### src/rtl/fifo_stream_reader_if.sv
// Purpose: bundles the FIFO read port and the downstream valid/ready stream.
//   master : the stream reader (drives fifo_rd_en, m_valid, m_data)
//   slave  : the environment (FIFO read side and the stream consumer)
// Signals:
//   fifo_empty, fifo_data_out, fifo_underflow : from FIFO
//   fifo_rd_en                                : to FIFO
//   m_valid, m_data                           : stream word to consumer
//   m_ready                                   : consumer ready
interface fifo_stream_reader_if #(
    parameter int unsigned DATA_WIDTH = 16
);
    logic                  fifo_empty;
    logic [DATA_WIDTH-1:0] fifo_data_out;
    logic                  fifo_underflow;
    logic                  fifo_rd_en;
    logic                  m_valid;
    logic                  m_ready;
    logic [DATA_WIDTH-1:0] m_data;

    modport master (
        input  fifo_empty,
        input  fifo_data_out,
        input  fifo_underflow,
        input  m_ready,
        output fifo_rd_en,
        output m_valid,
        output m_data
    );

    modport slave (
        output fifo_empty,
        output fifo_data_out,
        output fifo_underflow,
        output m_ready,
        input  fifo_rd_en,
        input  m_valid,
        input  m_data
    );
endinterface

### src/rtl/fifo_stream_reader.sv
// Purpose: read-side master for a synchronous FIFO. Issues rd_en only when the
// FIFO is non-empty and the skid buffer has room for every outstanding word,
// absorbs the FIFO's 1-cycle read latency and re-presents words in order as a
// valid/ready stream at up to one word per cycle.
// Ports:
//   clk, rst_n      : clock (rising edge), asynchronous active-low reset
//   run             : 1 = fetch from FIFO, 0 = stop fetching and drain
//   bus (master)    : FIFO read port + downstream stream (see interface)
//   busy            : controller not idle
//   underflow_err   : sticky, set when the FIFO reports underflow
//   beat_cnt        : (FIFO_READER_STATS_EN) saturating count of stream pops
//   stall_cnt       : (FIFO_READER_STATS_EN) saturating count of stalled cycles
// Optional feature: define FIFO_READER_STATS_EN to add the statistic counters.
module fifo_stream_reader #(
    parameter int unsigned DATA_WIDTH = 16,
    parameter int unsigned BUF_DEPTH  = 3
) (
    input  logic                       clk,
    input  logic                       rst_n,
    input  logic                       run,
    fifo_stream_reader_if.master       bus,
    output logic                       busy,
    output logic                       underflow_err
`ifdef FIFO_READER_STATS_EN
    ,
    output logic [15:0]                beat_cnt,
    output logic [15:0]                stall_cnt
`endif
);

    localparam int unsigned OCC_W = $clog2(BUF_DEPTH + 1);
    localparam int unsigned PTR_W = $clog2(BUF_DEPTH);

    typedef enum logic [1:0] {
        IDLE  = 2'd0,
        RUN   = 2'd1,
        DRAIN = 2'd2
    } state_t;

    state_t                state_q;
    state_t                state_d;
    logic [OCC_W-1:0]      occ;
    logic                  inflight;
    logic [PTR_W-1:0]      head;
    logic [PTR_W-1:0]      tail;
    logic [DATA_WIDTH-1:0] buffer [BUF_DEPTH];
    logic                  rd_en_c;
    logic                  pop_c;
    logic [OCC_W:0]        fill_c;

    // Circular pointer increment over BUF_DEPTH entries.
    function automatic logic [PTR_W-1:0] ptr_inc(input logic [PTR_W-1:0] p);
        return (p == PTR_W'(BUF_DEPTH - 1)) ? '0 : p + PTR_W'(1);
    endfunction

    // Words buffered plus the one possibly returning from the FIFO.
    assign fill_c = (OCC_W + 1)'(occ) + (OCC_W + 1)'(inflight);
    assign pop_c  = bus.m_valid && bus.m_ready;

    // State register.
    always_ff @(posedge clk or negedge rst_n) begin
        if (!rst_n) begin
            state_q <= IDLE;
        end else begin
            state_q <= state_d;
        end
    end

    // Next-state logic.
    always_comb begin
        state_d = state_q;
        case (state_q)
            IDLE:    if (run) state_d = RUN;
            RUN:     if (!run) state_d = DRAIN;
            DRAIN: begin
                if (run) begin
                    state_d = RUN;
                end else if (!inflight && (occ == '0)) begin
                    state_d = IDLE;
                end
            end
            default: state_d = IDLE;
        endcase
    end

    // Output logic: read request depends only on registered state and fifo_empty,
    // so the consumer's ready never reaches the FIFO read port combinationally.
    always_comb begin
        rd_en_c = 1'b0;
        busy    = 1'b0;
        if (state_q != IDLE) begin
            busy = 1'b1;
        end
        if ((state_q == RUN) && !bus.fifo_empty && (fill_c < (OCC_W + 1)'(BUF_DEPTH))) begin
            rd_en_c = 1'b1;
        end
    end

    assign bus.fifo_rd_en = rd_en_c;
    assign bus.m_valid    = (occ != '0);
    assign bus.m_data     = buffer[head];

    // Skid buffer: capture the returning word, pop on handshake.
    always_ff @(posedge clk or negedge rst_n) begin
        if (!rst_n) begin
            occ      <= '0;
            inflight <= 1'b0;
            head     <= '0;
            tail     <= '0;
            for (int i = 0; i < int'(BUF_DEPTH); i++) begin
                buffer[i] <= '0;
            end
        end else begin
            inflight <= rd_en_c;
            if (inflight) begin
                buffer[tail] <= bus.fifo_data_out;
                tail         <= ptr_inc(tail);
            end
            if (pop_c) begin
                head <= ptr_inc(head);
            end
            case ({inflight, pop_c})
                2'b10:   occ <= occ + OCC_W'(1);
                2'b01:   occ <= occ - OCC_W'(1);
                default: occ <= occ;
            endcase
        end
    end

    // Sticky underflow flag, cleared only by reset.
    always_ff @(posedge clk or negedge rst_n) begin
        if (!rst_n) begin
            underflow_err <= 1'b0;
        end else if (bus.fifo_underflow) begin
            underflow_err <= 1'b1;
        end
    end

`ifdef FIFO_READER_STATS_EN
    // Saturating beat and stall counters.
    always_ff @(posedge clk or negedge rst_n) begin
        if (!rst_n) begin
            beat_cnt  <= '0;
            stall_cnt <= '0;
        end else begin
            if (pop_c && (beat_cnt != 16'hFFFF)) begin
                beat_cnt <= beat_cnt + 16'd1;
            end
            if (bus.m_valid && !bus.m_ready && (stall_cnt != 16'hFFFF)) begin
                stall_cnt <= stall_cnt + 16'd1;
            end
        end
    end
`endif

endmodule

### src/flat_wrapper.sv
// flat-port wrapper written by rule: the top's interface ports become plain ports
module fifo_stream_reader_flat 
#(
    parameter int unsigned DATA_WIDTH = 16,
    parameter int unsigned BUF_DEPTH  = 3
)
  (clk, rst_n, run, busy, underflow_err, bus_fifo_empty, bus_fifo_data_out, bus_fifo_underflow, bus_m_ready, bus_fifo_rd_en, bus_m_valid, bus_m_data);
  fifo_stream_reader_if #(.DATA_WIDTH(DATA_WIDTH)) bus_i ();
  input  logic clk;
  input  logic rst_n;
  input  logic run;
  output logic busy;
  output logic underflow_err;
  input wire logic [$bits(bus_i.fifo_empty)-1:0] bus_fifo_empty;
  input wire logic [$bits(bus_i.fifo_data_out)-1:0] bus_fifo_data_out;
  input wire logic [$bits(bus_i.fifo_underflow)-1:0] bus_fifo_underflow;
  input wire logic [$bits(bus_i.m_ready)-1:0] bus_m_ready;
  output wire logic [$bits(bus_i.fifo_rd_en)-1:0] bus_fifo_rd_en;
  output wire logic [$bits(bus_i.m_valid)-1:0] bus_m_valid;
  output wire logic [$bits(bus_i.m_data)-1:0] bus_m_data;
  assign bus_i.fifo_empty = bus_fifo_empty;
  assign bus_i.fifo_data_out = bus_fifo_data_out;
  assign bus_i.fifo_underflow = bus_fifo_underflow;
  assign bus_i.m_ready = bus_m_ready;
  assign bus_fifo_rd_en = bus_i.fifo_rd_en;
  assign bus_m_valid = bus_i.m_valid;
  assign bus_m_data = bus_i.m_data;
  fifo_stream_reader #(.DATA_WIDTH(DATA_WIDTH), .BUF_DEPTH(BUF_DEPTH)) u_core (.clk(clk), .rst_n(rst_n), .run(run), .bus(bus_i), .busy(busy), .underflow_err(underflow_err));
endmodule
### config.mk
export PLATFORM = sky130hd
export DESIGN_NAME = fifo_stream_reader_flat
export DESIGN_NICKNAME = d
export VERILOG_FILES = /design/src/rtl/fifo_stream_reader_if.sv /design/src/rtl/fifo_stream_reader.sv /design/src/flat_wrapper.sv
export SDC_FILE = /design/constraint.sdc
export NUM_CORES = 1
export LEC_CHECK = 0
export ABC_AREA = 1
export CAP_MARGIN = 20
export CORE_UTILIZATION = 25
export DETAILED_ROUTE_END_ITERATION = 7
export DONT_BUFFER_PORTS = 1
export PLACE_DENSITY = 0.43
export SYNTH_ARGS = -nofsm -noshare
export SYNTH_HDL_FRONTEND = slang
export SYNTH_SLANG_ARGS = --single-unit
### constraint.sdc
create_clock -name clk -period 3 [get_ports clk]
set_clock_uncertainty 0.1 [all_clocks]
set_input_delay 0.45 -clock clk [delete_from_list [all_inputs] [get_ports clk]]
set_output_delay 0.45 -clock clk [all_outputs]
set_load 0.02 [all_outputs]
* Word-level counts from Yosys, hierarchy flattened
Index checks and enable logic that the tools add are counted.
** Word-level totals
- Output and inout port bits :: 20
- Input bits :: 22
- Word-level logic and storage cells :: 58
- Register bits after elaboration :: 58
** Cells by class
- Add/subtract/negate cells :: 5
- Bitwise operators :: 2
- Multiplexer cells :: 16
- Reduce and logical (&&, ||, !) cells :: 13
- Equality and inequality tests :: 9
- Magnitude comparators :: 4
** Operators with widths (count)
- bitwise mux 48 bit :: 1
- two-way mux 16 bit :: 3
- binary-select mux 16 bit (select 2 bit) :: 1
- demux 16 bit (select 2 bit) :: 1
- two-way mux 2 bit :: 6
- == test 2 bit, second input constant :: 4
- adder 2 x 1 -> 2 bit, second input constant :: 3
- greater-or-equal comparator 3 bit, second input constant :: 2
- NOT 2 -> 3 bit :: 2
- one-hot mux 2 bit (3 select lines) :: 1
- nonzero test 2 bit :: 3
- logical AND 1 bit :: 5
- == test 2 x 1 -> 1 bit, second input constant :: 2
- logical NOT 2 bit :: 2
- inequality test 2 bit, second input constant :: 2
- one-hot mux 2 bit (2 select lines) :: 1
- adder 2 x 1 -> 3 bit :: 1
- < comparator 3 x 1 -> 1 bit, second input constant :: 1
- < comparator 3 x 2 -> 1 bit, second input constant :: 1
- inequality test 3 x 2 -> 1 bit, second input constant :: 1
- AND reduction 3 bit :: 1
- logical NOT 1 bit :: 2
- two-way mux 1 bit :: 2
- subtractor 2 x 1 -> 2 bit, second input constant :: 1

* Depth between registers and ports, before layout
Gate-level depths: netlist of the first run.
- Depth after elaboration :: 6
- Gate-level depth with buffers :: 10
- Mapped depth without buffers :: 10

* Worst setup path after synthesis of the first run
No wires, ideal clock.
- Kind :: register to output
- Start point :: register u_core.inflight
- End point :: output port bus_fifo_rd_en
- Slack :: 1.216 ns
- Arrival :: 1.234 ns
- Buffers on the path :: 0
- Data required time :: 2.450 ns
- Cell stages (with the launch flop) :: 5
- Path through :: dfrtp_1 ha_1 ha_1 nand2_1 and3_1
** Between the ends
- Longest elaborated chain between the ends :: 4
** Ends and longest elaborated chain
- start, declared :: RTL line fifo_stream_reader.sv:43 : logic inflight;
- start signal, assigned :: RTL line fifo_stream_reader.sv:114 : inflight <= rd_en_c;
- adder 2 x 1 -> 3 bit :: RTL line fifo_stream_reader.sv:57 : assign fill_c = (OCC_W + 1)'(occ) + (OCC_W + 1)'(inflight);
- < comparator 3 x 2 -> 1 bit :: RTL line fifo_stream_reader.sv:94 : if ((state_q == RUN) && !bus.fifo_empty && (fill_c < (OCC_W + 1)'(BUF_DEPTH))) begin
- logical AND 1 bit :: RTL line fifo_stream_reader.sv:94
- two-way mux 1 bit :: RTL line fifo_stream_reader.sv:94
- end, declared :: RTL line flat_wrapper.sv:18 : output wire logic [$bits(bus_i.fifo_rd_en)-1:0] bus_fifo_rd_en;
No other way between the ends.

* Worst setup path after layout of the first run
- Start point :: register u_core.head[0]
- End point :: output port bus_m_data[13]
** Between the ends
- Longest elaborated chain between the ends :: 4
** Ends and longest elaborated chain
- start, declared :: RTL line fifo_stream_reader.sv:44 : logic [PTR_W-1:0] head;
- start signal, assigned :: RTL line fifo_stream_reader.sv:120 : head <= ptr_inc(head);
- NOT 2 -> 3 bit (implied by the code) :: RTL line fifo_stream_reader.sv:101 : assign bus.m_data = buffer[head];
- binary-select mux 16 bit (select 2 bit) :: RTL line fifo_stream_reader.sv:101
- two-way mux 16 bit (implied by the code) (2 in series) :: RTL line fifo_stream_reader.sv:101
- end, declared :: RTL line flat_wrapper.sv:20 : output wire logic [$bits(bus_i.m_data)-1:0] bus_m_data;
No other way between the ends. The select of a mux whose other input is x is not followed.

==> out/results.ini, run 1 <==
[run_status]
status = completed

[critical_path]
required_ns = 2.45
reg2reg_from = u_core.occ[0]
end_kind = output pin
worst-path-buf-inv = 0
reg2reg_to = u_core.occ[1]
slowest_delay_ns = 0.69
worst_setup_path_start_kind = flip-flop
setup.worst_path.start = u_core.head[0]
crit_chain = nor2_2, nand2_1, nand3_1
crit_family = simple AND/OR/NAND/NOR gates
critical_path_arrival_ns = 1.84
critPathCapture = bus_m_data[13]
critPathMaxFanout = 17
crit_cells = 3
worst-setup-path-type = reg2out
reg2reg_depth = 9
critPathSlowestCell = nor2_2
r2r_slack_ns = 1.25

[sta]
fin_crit_sh = 0.798
timing.slew.headroom = 0.436
slew_violations = 0
setup_viol = 0
max_freq_mhz = 418
grt_setup_unrepaired = no
tns_ns = 0
hold_viol = 0
tightest_slew_ns = 0.845
fin_crit_ns = 2.39

[global_routing]
antenna_found_initial = 0
grt_use_total = 0.123
grt_pass1_vias = 1815
grt_max_degree = 59
overflow = 0
grt_first_pass_wirelength_mm = 9.38

[yosys]
avgSynthCellArea_sq_um = 8.55
synthCells = 297
synth_cell_types = 20
ys_ff_latch = 58
yosys_warnings = 0
yosysSeqAreaShare = 0.571
syn_nets = 322
syn_area_sq_mm = 0.00254

[clock_tree]
postCtsResizedCells = 0
cts_htree_levels = 3
postCtsSetupBuffers = 0
numClockSinks = 58
cts_buffers = 9
postCtsHoldBufs = 2
clk_latency_ns = 0.33
clock_path_buffers = 2
cts_tree = yes
root_buffer = clkbuf_8
clkSlewWorstSetupHoldPaths_ns = 0.07

[run]
drv_cap = 0

[placement]
io_buffers = 0
dp_cells = 418
dp_hpwl_mm = 3.63
routabilityCongestion = 0.651

[floorplanning]
num_rows = 36
initial_core_util = 0.259
die_h_um = 103
io_pins = 42
die_x_um = 103
die_area_sq_mm = 0.0106
core_area_sq_mm = 0.00982

[final_layout]
diodes = 0
layout-drive-gt1-share = 0.0792
syn_to_final_growth_pct = 14.2
fillCellCount = 1108
final_net_count = 323
postLayoutCoreUtil = 0.295
finalNonFillerCells = 436

[route]
dr.first_iter.drc_count = 58
drc = 0
ant_nets = 0
routedWlPerCell_um = 13.3
vias = 1874
drt_first_pass_iters = 4
viasPerCell = 4.30
routed_wl_mm = 5.78

[pwr]
leakage_nw = 1.44
p_per_area_mw_per_mm2 = 1180
vdd.ir_drop.worst_v = 0.000344

[hold_path]
hold_path_class = in2reg

## where the power goes
group | total (mW) | switching (mW) | internal, mW
registers | 1.38 | 0.224 | 1.16
logic | 1.18 | 0.835 | 0.344
clock network | 0.864 | 0.316 | 0.548
## flip-flops by register name, indices dropped and copies added, names as in the netlist
name / count
u_core.buffer: 48
u_core.head: 2
u_core.occ: 2
u_core.state_q: 2
u_core.tail: 2
u_core.inflight: 1
u_core.underflow_err: 1
## how the worst min path moves through the flow
stage                        from              endpoint  slack (ns)  cells after the start
3_5_place_dp                rst_n      u_core.buffer[6]        0.06                      0
3_3_place_gp                rst_n     u_core.buffer[38]        0.06                      0
5_1_grt        bus_fifo_underflow  u_core.underflow_err        0.09                      1
2_1_floorplan               rst_n      u_core.buffer[0]        0.05                      0
6_report       bus_fifo_underflow  u_core.underflow_err        0.12                      1
4_1_cts        bus_fifo_underflow  u_core.underflow_err         0.1                      1
## cell type report
cell class                      instances  area, sq um  area share
Sequential cell                        58         1450       0.500
Multi-Input combinational cell        198          905       0.312
Inverter                               29          109      0.0375
Clock inverter                          6          105      0.0362
Timing Repair Buffer                    2         37.5      0.0129
Tap cell                              133          166      0.0574
Clock buffer                           10          128      0.0440
## cells by family (layout without fill, tap and decap cells)
group / Yosys count / in the layout / share of synthesized area
and+or+nand+nor: 143 / 143 / 0.237
buffers and inverters: 41 / 47 / 0.0724
DFF: 58 / 58 / 0.571
adders and majority gates: 3 / 3 / 0.0148
xor gates and xnor gates: 1 / 1 / 0.00345
AOI/OAI and AO/OA: 51 / 51 / 0.100
## worst reg2reg max path: stages (launching register included)
cell     delay, ns
dfrtp_1       0.42
inv_1         0.09
nand2_1       0.20
nand2_1       0.18
inv_1         0.09
ha_1          0.32
inv_1         0.08
nand3_1       0.08
nand2_1       0.06
nand2_1       0.05
## routing by layer
layer,up-vias,global-route usage,routed length (um)
met5,-,0,0
li1,947,-,-
met4,0,0.0650,109
met2,30,0.192,2660
met1,885,0.153,2750
met3,12,0.0386,266
## cell usage in the layout (no fill, tap or decap), drive strengths merged
cell type,netlist,layout
clkbuf,0,10
nand4,1,1
dfrtp,58,58
nand3,21,21
dlygate4sd3,0,1
bufinv,0,3
or2,1,1
nand2,112,112
buf,12,1
clkinv,0,3
and3,1,1
xnor2,1,1
o21ai,50,50
a21oi,1,1
ha,3,3
nor2,7,7
inv,29,29
## synthesized netlist by cell type (all sizes together)
master | count | area [sq um]
nand2 | 112 | 420
dfrtp | 58 | 1450
o21ai | 50 | 250
inv | 29 | 109
nand3 | 21 | 120
buf | 12 | 75.1
nor2 | 7 | 43.8
ha | 3 | 37.5
a21oi | 1 | 5.00
and3 | 1 | 6.26
nand4 | 1 | 6.26
or2 | 1 | 6.26
xnor2 | 1 | 8.76
## through the flow
step                total power, mW  worst slack (ns)  hold WS (ns)  cell area [sq um]
finish                         3.43             0.607         0.121               2900
global route                   3.72             0.390        0.0888               2900
CTS                            3.50             0.524        0.0996               2900
detailed placement             2.59             0.907        0.0560               2630
global placement               2.56             0.923        0.0558               2630
floorplan                      2.36              1.22        0.0544               2540
(Power assumes the default switching activity.)
==> run 2, diff against run 1 <==
==> constraint.sdc (replaced) <==
create_clock -name clk -period 2.3 [get_ports clk]
set_clock_uncertainty 0.1 [all_clocks]
set_input_delay 0.345 -clock clk [delete_from_list [all_inputs] [get_ports clk]]
set_output_delay 0.345 -clock clk [all_outputs]
set_load 0.02 [all_outputs]
==> run 2 against run 1 <==
Compared with the run above: clock power grew 0.6%; count of clock-buffer cells in the layout grew 4; largest power group unchanged; largest cell class unchanged; non-clock buffer count grew 4; highest routed layer unchanged; register-to-register slack lost 0.68 ns.
==> out/results.ini, run 2 (synthesized netlist as in run 1, its figures left out) <==
[critical_path]
critPathSlowestCell = dfrtp_1
worst_setup_path_start_kind = flip-flop
crit_family = adder cells
worst-path-buf-inv = 0
critical_path_arrival_ns = 1.65
r2r_slack_ns = 0.57
end_kind = output pin
reg2reg_from = u_core.occ[0]
reg2reg_depth = 9
required_ns = 1.86
cpMostUsedCell = ha_1
critPathMaxFanout = 7
crit_cells = 4
reg2reg_to = u_core.occ[1]
slowest_delay_ns = 0.47
worst-setup-path-type = reg2out
crit_chain = ha_1, ha_1, nand2_1, and3_1

[placement]
post-place-ws_ns = 0.542
dp_hpwl_mm = 3.63
io_buffers = 0
routabilityCongestion = 0.649

[pwr]
leakage_nw = 1.43
intPower_mw = 2.47
seqPwrFrac = 0.422
combPwrFrac = 0.374
vdd.ir_drop.worst_v = 0.000358
p_switching_mw = 1.79
power.share.clock = 0.204
sw_frac_of_total = 0.421
p_per_area_mw_per_mm2 = 1480

[final_layout]
largest_reg_flops = 48
postLayoutCoreUtil = 0.293
final_net_count = 327
diodes = 0
largest-register = u_core.buffer
final_cell_mix = nand2_1, dfrtp_1, o21ai_1
layout_commonest_cell = nand2_1
syn_to_final_growth_pct = 13.4
layout-drive-gt1-share = 0.0879

[route]
vias = 1864
dr.first_iter.drc_count = 77
routed_wl_mm = 5.88
ant_nets = 0
drc = 0
viasPerCell = 4.24
drt_first_pass_iters = 4
routedWlPerCell_um = 13.4

[clock_tree]
cts_htree_levels = 3
root_buffer = clkbuf_8
postCtsResizedCells = 0
clk_latency_ns = 0.32
clock_path_buffers = 2
numClockSinks = 58
cts_tree = yes
clkSlewWorstSetupHoldPaths_ns = 0.07
cts_buffers = 9

[sta]
fin_ws_ns = 0.206
timing.slew.headroom = 0.533
grt_setup_unrepaired = no
max_freq_mhz = 477
setup_viol = 0
fin_crit_sh = 0.911
fin_crit_ns = 2.09
holdWs_ns = 0.0199
tns_ns = 0
slew_violations = 0
hold_viol = 0
tightest_slew_ns = 0.700

[floorplanning]
die_h_um = 103
num_rows = 36
die_x_um = 103
die_area_sq_mm = 0.0106
initial_core_util = 0.259
core_area_sq_mm = 0.00982
io_pins = 42

[global_routing]
overflow = 0
grt_max_degree = 59
antenna_found_initial = 0
grt_use_total = 0.123
grt_first_pass_wirelength_mm = 9.59
grt_pass1_vias = 1861

[run_status]
status = completed

[hold_path]
min_from = bus_fifo_underflow
holdPathStages = 1
hold_path_class = in2reg
hold-path-endpoint = u_core.underflow_err

[run]
drv_cap = 0

run 2: cell types whose count changed in the layout (fill, tap and decap cells not counted):
cell       delta
clkbuf_8      +3
clkbuf_1      +1
bufinv_16     -3
clkinv_2      -1
buf_4         +4
run 2: layer usage:
layer  wire (um)  vias up  GRT usage  part of all wire
met5           0        -          0                 0
met4          73        0     0.0520             0.012
met3         234        9     0.0312             0.040
met2        2680       31      0.189              0.46
met1        2890      876      0.165              0.49
li1            -      948          -                 -
run 2: worst max-delay path by stage:
| stage | from | end | slack (ns) |
|---|---|---|---|
| 2_1_floorplan | u_core.inflight | bus_fifo_rd_en | 0.62 |
| 3_3_place_gp | u_core.head[1] | bus_m_data[14] | 0.55 |
| 3_5_place_dp | u_core.head[1] | bus_m_data[14] | 0.54 |
| 4_1_cts | u_core.inflight | bus_fifo_rd_en | 0.18 |
| 5_1_grt | u_core.head[0] | bus_m_data[13] | 0.06 |
| 6_report | u_core.inflight | bus_fifo_rd_en | 0.21 |
run 2: cell type report:
| class | instances | area, sq um |
|---|---|---|
| Tap cell | 133 | 166 |
| Sequential cell | 58 | 1450 |
| Timing Repair Buffer | 6 | 67.6 |
| Clock inverter | 2 | 10.0 |
| Fill cell | 1120 | 6940 |
| Multi-Input combinational cell | 198 | 905 |
| Clock buffer | 14 | 173 |
| Inverter | 29 | 109 |
run 2: through the flow:
step                      instance area [sq um]  total power [mW]  instances
after detailed placement                   2660              3.42        422
after CTS                                  2880              4.34        440
final                                      2880              4.26        440
after floorplan                            2540              3.08        297
after global routing                       2880              4.65        440
after global placement                     2660              3.40        422
run 2: power groups by stage:
stage	registers, mW	clock network [mW]	logic, mW
3_3_place_gp	1.80	0	1.59
4_1_cts	1.80	0.906	1.64
6_report	1.80	0.869	1.60
5_1_grt	1.86	0.948	1.84
3_5_place_dp	1.81	0	1.61
2_1_floorplan	1.75	0	1.33
run 2: worst register-to-register path, cell delays in order, from the launching register on:
cell and delay, ns:
dfrtp_1 0.42, inv_1 0.08, nand2_1 0.19, nand2_1 0.17, inv_1 0.09, ha_1 0.33
inv_1 0.08, nand3_1 0.07, nand2_1 0.05, nand2_1 0.04
run 2: repair_timing:
item	in CTS	in global routing
endpoints found under the hold margin	58	0
hold buffers	2	0
endpoints found under the setup margin	0	0
buffers inserted	0	0
